===== src/rtl/shift_sequencer.sv =====
// -----------------------------------------------------------------------------
// shift_sequencer
//
// Purpose:
//    Feeds a DEPTH-stage serial shift-register chain from a word-level
//    producer. A parallel word is accepted over a valid/ready handshake, its
//    low len bits are streamed LSB first into the chain's D input (one bit per
//    enabled cycle), DEPTH zero bits follow so the last data bit reaches the
//    final stage, and a one-cycle done pulse marks completion. The block owns
//    the chain's shift enable.
//
// Ports:
//    clk       in   1      rising-edge clock
//    rst_n     in   1      asynchronous active-low reset
//    in_valid  in   1      producer offers a word
//    in_ready  out  1      controller can accept a word (IDLE only)
//    in_data   in   WIDTH  word to serialise, bit 0 sent first
//    in_len    in   LEN_W  number of bits to send, clamped to WIDTH
//    stall     in   1      freezes shifting/flushing while high
//    sr_d      out  1      serial data to the chain
//    sr_en     out  1      shift enable to the chain
//    busy      out  1      high whenever not IDLE
//    done      out  1      one-cycle pulse after the word has propagated
// -----------------------------------------------------------------------------
module shift_sequencer #(
   parameter int WIDTH = 8,
   parameter int DEPTH = 2,
   parameter int LEN_W = $clog2(WIDTH + 1)
) (
   input  logic             clk,
   input  logic             rst_n,
   input  logic             in_valid,
   output logic             in_ready,
   input  logic [WIDTH-1:0] in_data,
   input  logic [LEN_W-1:0] in_len,
   input  logic             stall,
   output logic             sr_d,
   output logic             sr_en,
   output logic             busy,
   output logic             done
);

   // Flush counter must hold DEPTH itself; keep it at least one bit wide so
   // the DEPTH==0 build still elaborates (the counter is simply never loaded).
   localparam int FL_W = (DEPTH > 0) ? $clog2(DEPTH + 1) : 1;

   localparam logic [1:0] ST_IDLE  = 2'd0;
   localparam logic [1:0] ST_SHIFT = 2'd1;
   localparam logic [1:0] ST_FLUSH = 2'd2;
   localparam logic [1:0] ST_DONE  = 2'd3;

   localparam logic [LEN_W-1:0] LEN_MAX    = LEN_W'(WIDTH);
   localparam logic [FL_W-1:0]  FLUSH_INIT = FL_W'(DEPTH);

   logic [1:0]       state_q, state_d;
   logic [WIDTH-1:0] shreg_q, shreg_d;
   logic [LEN_W-1:0] bits_left_q, bits_left_d;
   logic [FL_W-1:0]  flush_left_q, flush_left_d;

   // Next-state logic. Every counter and the shift register only move on an
   // enabled (non-stalled) edge, so a stall freezes the whole sequence and
   // simply stretches it by one cycle per stalled cycle. A zero-length word
   // skips straight to DONE so the chain is never touched.
   always_comb begin
      state_d      = state_q;
      shreg_d      = shreg_q;
      bits_left_d  = bits_left_q;
      flush_left_d = flush_left_q;
      case (state_q)
         ST_IDLE: begin
            if (in_valid) begin
               shreg_d     = in_data;
               bits_left_d = (in_len > LEN_MAX) ? LEN_MAX : in_len;
               state_d     = (in_len == '0) ? ST_DONE : ST_SHIFT;
            end
         end
         ST_SHIFT: begin
            if (!stall) begin
               shreg_d     = shreg_q >> 1;
               bits_left_d = bits_left_q - LEN_W'(1);
               if (bits_left_q == LEN_W'(1)) begin
                  if (DEPTH == 0) begin
                     state_d = ST_DONE;
                  end else begin
                     state_d      = ST_FLUSH;
                     flush_left_d = FLUSH_INIT;
                  end
               end
            end
         end
         ST_FLUSH: begin
            if (!stall) begin
               flush_left_d = flush_left_q - FL_W'(1);
               if (flush_left_q == FL_W'(1)) begin
                  state_d = ST_DONE;
               end
            end
         end
         ST_DONE: begin
            state_d = ST_IDLE;
         end
         default: begin
            state_d = ST_IDLE;
         end
      endcase
   end

   // State registers. Reset discards any partially sent word; the chain
   // itself is outside this block and keeps whatever it already holds.
   always_ff @(posedge clk or negedge rst_n) begin
      if (!rst_n) begin
         state_q      <= ST_IDLE;
         shreg_q      <= '0;
         bits_left_q  <= '0;
         flush_left_q <= '0;
      end else begin
         state_q      <= state_d;
         shreg_q      <= shreg_d;
         bits_left_q  <= bits_left_d;
         flush_left_q <= flush_left_d;
      end
   end

   // Outputs decode the registered state only (plus stall for the enable),
   // so reset takes effect on them immediately. sr_d keeps showing the
   // pending bit through a stall; only sr_en is gated.
   always_comb begin
      in_ready = (state_q == ST_IDLE);
      busy     = (state_q != ST_IDLE);
      done     = (state_q == ST_DONE);
      sr_en    = ((state_q == ST_SHIFT) || (state_q == ST_FLUSH)) && !stall;
      sr_d     = (state_q == ST_SHIFT) ? shreg_q[0] : 1'b0;
   end

endmodule


===== config.mk =====
export PLATFORM = sky130hd
export DESIGN_NAME = shift_sequencer
export DESIGN_NICKNAME = d
export VERILOG_FILES = /design/src/rtl/shift_sequencer.sv
export SDC_FILE = /design/constraint.sdc
export NUM_CORES = 1
export LEC_CHECK = 0
export BUFFER_PORTS_ARGS = -buffer_cell sky130_fd_sc_hd__buf_2
export CAP_MARGIN = 5
export CORE_MARGIN = 5
export CORE_UTILIZATION = 41
export DETAILED_ROUTE_END_ITERATION = 10
export PLACE_DENSITY_LB_ADDON = 0.2
export SLEW_MARGIN = 10
export SYNTH_ARGS = -nofsm -noshare
export SYNTH_HDL_FRONTEND = slang
export SYNTH_SLANG_ARGS = --single-unit

===== constraint.sdc =====
create_clock -name clk -period 4.75 [get_ports clk]
set_clock_uncertainty 0.05 [all_clocks]
set_input_delay 0.475 -clock clk [delete_from_list [all_inputs] [get_ports clk]]
set_output_delay 0.475 -clock clk [all_outputs]
set_load 0.005 [all_outputs]

==> summary.txt, run 1 <==
Status
  • Status: complete, no violations

Finish
  • Layout Area Growth over Synthesis: 13.8%
  • Ratio of cells with drive above 1 in the final layout: 0.250
  • FF/Latch Area: around 400 um^2
  • Fillers: 238
  • Diodes inserted: 0
  • Fin nets: ~150
  • Area of the multi-input gates: 531 um^2

Logic synthesis
  • Sequential element share of the synthesized area: 0.399
  • Count leader, synth: dfrtp_1
  • Synth Area per Inst: ~10 um^2
  • Post-synth EDFFs: 0
  • Top cells by count, synth: dfrtp_1 (16), mux2i_1 (11), nand2_1 (11)
  • Post-synth top area cell: dfrtp_1
  • Ys async rst share: 1.00
  • Post-Syn Area: roughly 1000 um^2
  • Post-synth net total: between 100 and 150
  • Yosys cell types: 30
  • Mapped Cells: 100
  • Main flop type after synthesis: dfrtp_1
  • Seq cells post-synth: 16
  • Yosys top cell area share: 0.399
  • Top post-synthesis cells by area: dfrtp_1 (40%), ha_1 (11%), mux2i_1 (11%), o21ai_0 (5.0%), nand2_1 (4.1%)
  • YS warnings: 0

Timing
  • F_max: ~0.39 GHz
  • Period utilization: 0.535
  • Setup TNS: 0 ns
  • Slew headroom: 0.372
  • Final Slew Violations: 0
  • Final Hold Vio Count: 0
  • Min Tclk post-route: around 2.5 ns
  • RSZ-0062 raised after global routing: false
  • Slew @ Worst Pin: between 0.9 and 1 ns
  • Final setup violation count: 0
  • Worst hold margin: 0.0366 ns

Clock tree
  • Worst-Skew Late Latency: approximately 0.29 ns
  • Hold buffer count at CTS: 0
  • CTS sink cnt: 16
  • CTS tree: yes
  • Post-CTS setup repair buffer count: 0
  • CTS max path bufs: 2
  • Cts repair resizes: 0
  • H-tree lvl count: 1
  • Total CTS buffers: 3
  • Clock root buffer: clkbuf_4
  • Clock Pin Slew Worst Setup and Hold Paths: around 0.10 ns

Floorplanning
  • Core area: roughly 2400 um^2
  • Die width: 59.5 um
  • Area of the die: between 3000 and 4000 um^2
  • Die Y: around 59 um
  • Std-Cell Rows: 18
  • Initial Util: 0.416
  • IO Count: 21

Global route
  • GRT overflow: 0
  • Vias in the first global route: 724
  • Largest net degree at the start of global routing: 24
  • First-pass GRT wire length: between 3000 and 4000 um
  • Global-route total usage across every layer: 0.118
  • Initial antenna violation count: 0

Routing
  • WL final: approximately 1900 um
  • Post-route ant nets: 0
  • DRT iter0 DRCs: 4
  • Vias per cell: between 5 and 6
  • Post-route DRC: 0
  • Vias: about 750
  • DR pass1 iterations: 2
  • Routed len/inst: around 13 um

Pwr
  • Leakage power: a little under 0.0006 uW
  • P per Cell Area: roughly 680 nW/um^2
  • VDD IR max: between 0.3 and 0.4 mV

Hold path
  • Hold crit path type: input pin to asynchronous set/reset pin

Place
  • Hpwl dp: roughly 1500 um
  • Number of port buffers: 20
  • Placer Congestion: about 0.73

Worst setup path
  • CP arrival: roughly 2.7 ns
  • R2R setup slack: 2.21 ns
  • Critical path required time: 4.92 ns
  • Crit Path Class: register to register
  • Crit path max fanout: 23
  • Crit. End Element: register
  • Crit start category: register

Flow run
  • Max-cap violations: 0
==> cells by family (layout without fill, tap and decap cells) <==
| logic type | count (synthesis) | in the layout | share of synthesized area |
|---|---|---|---|
| flops | 16 | 16 | 0.399 |
| mux | 12 | 12 | 0.125 |
| fa+ha+maj | 9 | 9 | 0.112 |
| simple gates | 24 | 24 | 0.121 |
| buf+inv | 14 | 34 | 0.0723 |
| compound gates | 25 | 25 | 0.171 |
==> layer usage <==
layer,part of all wire,wire (um),GRT usage
met1,0.48,912,0.148
met2,0.46,880,0.193
met3,0.049,94,0.0283
met4,0.010,19,0.0485
met5,0,0,0
==> critical path, stage by stage, from the launching register on <==
cell and delay (ns):
dfrtp_1 0.41, inv_1 0.14, ha_1 0.80, o211ai_2 0.51, or3_1 0.49, o21ai_0 0.07
==> final timing paths <==
| path | cells after the start | start | endpoint |
|---|---|---|---|
| worst max-delay path | 5 | state_q[1]$_DFFE_PN0P_ | bits_left_q[0]$_DFFE_PN0P_ |
| worst min-delay path | 1 | rst_n | shreg_q[2]$_DFFE_PN0P_ |
| worst max register to register | 5 | state_q[1]$_DFFE_PN0P_ | bits_left_q[0]$_DFFE_PN0P_ |
| worst min register to register | 2 | shreg_q[2]$_DFFE_PN0P_ | shreg_q[2]$_DFFE_PN0P_ |
| max in group asynchronous | 1 | rst_n | state_q[0]$_DFFE_PN0P_ |
| min in group clk | 3 | in_data[4] | shreg_q[4]$_DFFE_PN0P_ |
==> registers in the layout, indices dropped and copies added, names as in the netlist <==
| register | flops |
|---|---|
| state_q | 2 |
| shreg_q | 8 |
| flush_left_q | 2 |
| bits_left_q | 4 |
==> per-stage QoR <==
stage | total power (uW) | worst slack (ns) | cells | area, um^2 | util
finish | 774 | 2.21 | 150 | 1140 | 0.474
global route | 851 | 2.01 | 150 | 1140 | 0.474
CTS | 788 | 2.16 | 150 | 1140 | 0.474
detailed placement | 696 | 2.19 | 146 | 1110 | 0.459
global placement | 674 | 2.32 | 146 | 1110 | 0.459
floorplan | 617 | 3.20 | 100 | 1000 | -
==> placed cells by master, fill, tap and decap left out, drive strengths merged, types with 4 or more instances in the layout <==
cell and instances:
a21oi 6, buf 20, clkbuf 4, dfrtp 16, ha 9, inv 10, mux2i 11, nand2 11
nor2 4, o21ai 10
==> report_power, final <==
part	leakage, uW	internal, uW	switching [uW]	total (uW)
Sequential	0.000196	205	50.4	255
Clock	0.0000210	46.7	46.0	92.7
Combinational	0.000368	192	235	426
==> cell type report <==
cell class | count | area share
clock buffers | 4 | 0.0318
inverters | 10 | 0.0329
multi-input cells | 70 | 0.464
flip-flops and latches | 16 | 0.350
well taps | 30 | 0.0329
repair buffers | 20 | 0.0876
Power figures use the tool's default switching activity.
==> run 2, diff against run 1 <==
==> constraint.sdc (replaced) <==
create_clock -name clk -period 2.33 [get_ports clk]
set_clock_uncertainty 0.05 [all_clocks]
set_input_delay 0.233 -clock clk [delete_from_list [all_inputs] [get_ports clk]]
set_output_delay 0.233 -clock clk [all_outputs]
set_load 0.005 [all_outputs]
==> summary.txt, run 2 (synthesis results as in run 1) <==
Routing
  • DRT iter0 DRCs: 21
  • Routed len/inst: 12.4 um
  • Vias: between 700 and 800
  • Post-route ant nets: 0
  • DR pass1 iterations: 4
  • Vias per cell: roughly 5
  • Post-route DRC: 0
  • WL final: 1910 um

Global route
  • GRT overflow: 0
  • First-pass GRT wire length: around 3300 um
  • Global-route total usage across every layer: 0.125
  • Vias in the first global route: roughly 800
  • Initial antenna violation count: 0
  • Largest net degree at the start of global routing: 17

Floorplanning
  • Std-Cell Rows: 18
  • Area of the die: 3540 um^2
  • Core area: about 2400 um^2
  • Initial Util: 0.416
  • Die width: roughly 60 um
  • IO Count: 21
  • Die Y: just under 60 um

Worst setup path
  • Critical path required time: roughly 2.5 ns
  • Crit start category: register
  • Crit. End Element: register
  • Crit Path Class: register to register
  • Crit path max fanout: 14
  • Worst path bufs/invs: 2
  • CP arrival: around 1.8 ns
  • Critical-path cell list: inv_1 -> ha_1 -> o211ai_2 -> buf_4 -> o21ai_0
  • CP max-delay cell: dfrtp_1
  • Max stage delay on crit path: 0.41 ns
  • Family with the most delay on the worst path: compound AO/OA/AOI/OAI gates

Timing
  • Period utilization: 0.732
  • Final Hold Vio Count: 0
  • Final Slew Violations: 0
  • F_max: between 0.5 and 0.6 GHz
  • Setup TNS: 0 ns
  • RSZ-0062 raised after global routing: false
  • Slew @ Worst Pin: roughly 0.4 ns
  • Slew headroom: 0.727
  • Final setup violation count: 0
  • Min Tclk post-route: between 1.5 and 2 ns

Place
  • Number of port buffers: 20
  • Hpwl dp: 1500 um
  • Placer Congestion: 0.751
  • Post-DP Area: about 1100 um^2

Pwr
  • Leakage power: around 0.00060 uW
  • P per Cell Area: ~1400 nW/um^2
  • VDD IR max: 0.525 mV

Finish
  • Largest registers: shreg_q (8), bits_left_q (4)
  • Most common cell after layout, fill and taps aside: buf_2
  • Commonest non-fill, non-tap cells in the layout: buf_2 (20), dfrtp_1 (16), mux2i_1 (11), nand2_1 (11)
  • Max FFs per register: 8
  • Fin nets: 150
  • Post-route cell area: between 1000 and 1500 um^2
  • Largest register by flop count: shreg_q
  • Layout Area Growth over Synthesis: 17.1%
  • Ratio of cells with drive above 1 in the final layout: 0.266
  • Diodes inserted: 0

Flow run
  • Max-cap violations: 0

Clock tree
  • CTS tree: yes
  • CTS max path bufs: 2
  • Hold buffer count at CTS: 1
  • Cts repair resizes: 0
  • H-tree lvl count: 1
  • Worst-Skew Late Latency: between 0.2 and 0.3 ns
  • CTS sink cnt: 16
  • Total CTS buffers: 3
  • Post-CTS setup repair buffer count: 0
  • Clock Pin Slew Worst Setup and Hold Paths: around 0.10 ns
  • Clock root buffer: clkbuf_4

Hold path
  • Hold crit path type: input pin to register

Status
  • Status: complete, no violations
[run 2: power breakdown]
part / leakage [uW] / switching (uW) / internal [uW]
clock: 0.0000210 / 94.0 / 95.3
combinational: 0.000386 / 484 / 425
sequential: 0.000196 / 100 / 418
total: 0.000603 / 678 / 938
[run 2: through the flow]
stage / setup WS [ns] / hold WS (ns) / total power, uW / cells / util
5_1_grt: 0.483 / 0.202 / 1790 / 154 / 0.488
2_1_floorplan: 0.785 / -0.113 / 1260 / 100 / -
3_5_place_dp: 0.627 / 0.123 / 1450 / 149 / 0.468
4_1_cts: 0.613 / 0.174 / 1640 / 154 / 0.488
3_3_place_gp: 0.675 / 0.128 / 1420 / 149 / 0.468
6_report: 0.625 / 0.175 / 1620 / 154 / 0.488
[run 2: area by class of cell]
cell class,count,area [um^2]
fillers,217,1230
multi-input cells,70,531
flip-flops and latches,16,400
repair buffers,24,133
inverters,10,37.5
well taps,30,37.5
clock buffers,4,36.3
[run 2: path summary, 6_finish.rpt]
check	startpoint	to	slack, ns	cells after the start
setup / recovery	state_q[0]$_DFFE_PN0P_	shreg_q[0]$_DFFE_PN0P_	0.63	5
hold / removal	in_data[3]	shreg_q[3]$_DFFE_PN0P_	0.17	3
min in group asynchronous	rst_n	shreg_q[1]$_DFFE_PN0P_	0.32	2
setup reg to reg	state_q[0]$_DFFE_PN0P_	shreg_q[0]$_DFFE_PN0P_	0.63	5
max in group asynchronous	rst_n	shreg_q[7]$_DFFE_PN0P_	1.65	2
hold reg to reg	shreg_q[3]$_DFFE_PN0P_	shreg_q[3]$_DFFE_PN0P_	0.44	2
[run 2: worst register-to-register path: cells and delay by family, from the launching register on]
kind                       cells  cell delay [ns]
AOI/OAI and AO/OA              2             0.49
adders and majority gates      1             0.27
buffers and inverters          2             0.36
DFF                            1             0.41
[run 2: layer usage]
| layer | track usage | wire length, um |
|---|---|---|
| met1 | 0.157 | 884 |
| met2 | 0.203 | 878 |
| met3 | 0.0261 | 123 |
| met4 | 0.0583 | 26 |
| met5 | 0 | 0 |
==> run 3, diff against run 2 <==
==> constraint.sdc (replaced) <==
create_clock -name clk -period 1.8 [get_ports clk]
set_clock_uncertainty 0.05 [all_clocks]
set_input_delay 0.18 -clock clk [delete_from_list [all_inputs] [get_ports clk]]
set_output_delay 0.18 -clock clk [all_outputs]
set_load 0.005 [all_outputs]
==> summary.txt, run 3 (synthesis results as in run 1) <==
Timing
  • Slew @ Worst Pin: 0.387 ns
  • Min Tclk post-route: approximately 1.7 ns
  • Slew headroom: 0.742
  • F_max: 0.597 GHz
  • Final Hold Vio Count: 0
  • Final Slew Violations: 0
  • Period utilization: 0.931
  • RSZ-0062 raised after global routing: false
  • Setup TNS: 0 ns
  • Final setup violation count: 0

Worst setup path
  • Crit path max fanout: 10
  • Crit Path Class: register to register
  • Crit. End Element: register
  • Family with the most delay on the worst path: compound AO/OA/AOI/OAI gates
  • CP max-delay cell: dfrtp_1
  • Worst path bufs/invs: 1
  • Critical-path cell list: inv_1 -> ha_2 -> nand2_1 -> o211ai_4 -> nor4bb_1 -> a211o_1
  • Max stage delay on crit path: 0.41 ns
  • CP arrival: between 1.5 and 2 ns
  • Crit start category: register
  • Critical path required time: 1.92 ns

Floorplanning
  • Area of the die: 3540 um^2
  • Initial Util: 0.416
  • Std-Cell Rows: 18
  • Die Y: 59.5 um
  • Die width: around 60 um
  • Core area: approximately 2400 um^2
  • IO Count: 21

Finish
  • Largest register by flop count: shreg_q
  • Layout Area Growth over Synthesis: 19.7%
  • Final non-filler cell total: 154
  • Largest registers: shreg_q (8), bits_left_q (4)
  • Max FFs per register: 8
  • Diodes inserted: 0
  • Commonest non-fill, non-tap cells in the layout: buf_2 (20), dfrtp_1 (16), mux2i_1 (11), nand2_1 (11), inv_1 (10)
  • Fillers: around 230
  • Fin nets: 150
  • Ratio of cells with drive above 1 in the final layout: 0.282
  • Most common cell after layout, fill and taps aside: buf_2

Global route
  • First-pass GRT wire length: between 3000 and 4000 um
  • Global-route total usage across every layer: 0.125
  • GRT overflow: 0
  • Largest net degree at the start of global routing: 20
  • Vias in the first global route: ~770
  • Initial antenna violation count: 0

Clock tree
  • H-tree lvl count: 1
  • CTS sink cnt: 16
  • CTS tree: yes
  • CTS max path bufs: 2
  • Clock root buffer: clkbuf_4
  • Total CTS buffers: 3
  • Clock Pin Slew Worst Setup and Hold Paths: ~0.10 ns
  • Worst-Skew Late Latency: ~0.28 ns

Routing
  • DR pass1 iterations: 4
  • Routed len/inst: 12.9 um
  • Vias per cell: approximately 5.0
  • Post-route ant nets: 0
  • WL final: 1990 um
  • Post-route DRC: 0
  • DRT iter0 DRCs: 5
  • Vias: ~770

Pwr
  • Comb power frac: 0.581
  • Power Total: between 2000 and 2500 uW
  • P per Cell Area: 1810 nW/um^2
  • Net Sw Frac: 0.416
  • Seq pwr share: 0.309
  • Pint: 1270 uW
  • Clock share of power: 0.110
  • Sw Pwr: around 910 uW
  • VDD IR max: roughly 0.84 mV
  • Leakage power: 0.000604 uW

Status
  • Status: complete, no violations

Place
  • Hpwl dp: about 1500 um
  • Placer Congestion: roughly 0.74
  • Placed Cells: 148
  • Number of port buffers: 20

Hold path
  • Hold crit path type: input pin to register

Flow run
  • Max-cap violations: 0
==> run 3: layer usage <==
layer	track usage	part of all wire
met5	0	0
met4	0.0291	0
met3	0.0414	0.062
met2	0.189	0.46
met1	0.171	0.47
==> run 3: path summary, 6_finish.rpt <==
kind	startpoint	end	slack, ns	depth (start not counted)
worst max-delay path	state_q[1]$_DFFE_PN0P_	bits_left_q[3]$_DFFE_PN0P_	0.12	6
worst min-delay path	in_data[0]	shreg_q[0]$_DFFE_PN0P_	0.13	3
worst min register to register	shreg_q[0]$_DFFE_PN0P_	shreg_q[0]$_DFFE_PN0P_	0.44	2
worst max register to register	state_q[1]$_DFFE_PN0P_	bits_left_q[3]$_DFFE_PN0P_	0.12	6
max in group asynchronous	rst_n	shreg_q[5]$_DFFE_PN0P_	1.13	2
min in group asynchronous	rst_n	flush_left_q[1]$_DFFE_PN0P_	0.29	2
==> run 3: power groups by stage <==
stage	Combinational [uW]	Sequential (uW)	Clock, uW
4_1_cts	1220	673	255
3_5_place_dp	1220	681	0
2_1_floorplan	980	648	0
6_report	1270	673	239
5_1_grt	1440	697	267
3_3_place_gp	1180	677	0
==> run 3: cell type report <==
| cell class | count | area, um^2 | share of cell area |
|---|---|---|---|
| Multi-Input combinational cell | 70 | 544 | 0.453 |
| Sequential cell | 16 | 400 | 0.333 |
| Timing Repair Buffer | 24 | 145 | 0.121 |
| Inverter | 10 | 37.5 | 0.0313 |
| Tap cell | 30 | 37.5 | 0.0313 |
| Clock buffer | 4 | 36.3 | 0.0302 |
==> run 3: worst register-to-register path: stages (launching register included) <==
cell      delay (ns)
dfrtp_1         0.41
inv_1           0.15
ha_2            0.28
nand2_1         0.14
o211ai_4        0.17
nor4bb_1        0.10
a211o_1         0.27
==> run 3: per-stage QoR <==
stage,setup WS [ns],utilization,hold slack [ns],instance area [um^2]
3_5_place_dp,0.0938,0.470,0.0710,1130
3_3_place_gp,0.124,0.470,0.0668,1130
5_1_grt,0.0266,0.498,0.141,1200
6_report,0.124,0.498,0.134,1200
4_1_cts,0.0812,0.490,0.133,1180
2_1_floorplan,0.255,-,-0.166,1000
==> run 3: timing repair <==
| item | in CTS | in global routing |
|---|---|---|
| hold buffers | 1 | 0 |
| resized for setup | 0 | 4 |
| endpoints found under the setup margin | 0 | 12 |
| endpoints found under the hold margin | 16 | 0 |
| setup buffers | 0 | 1 |
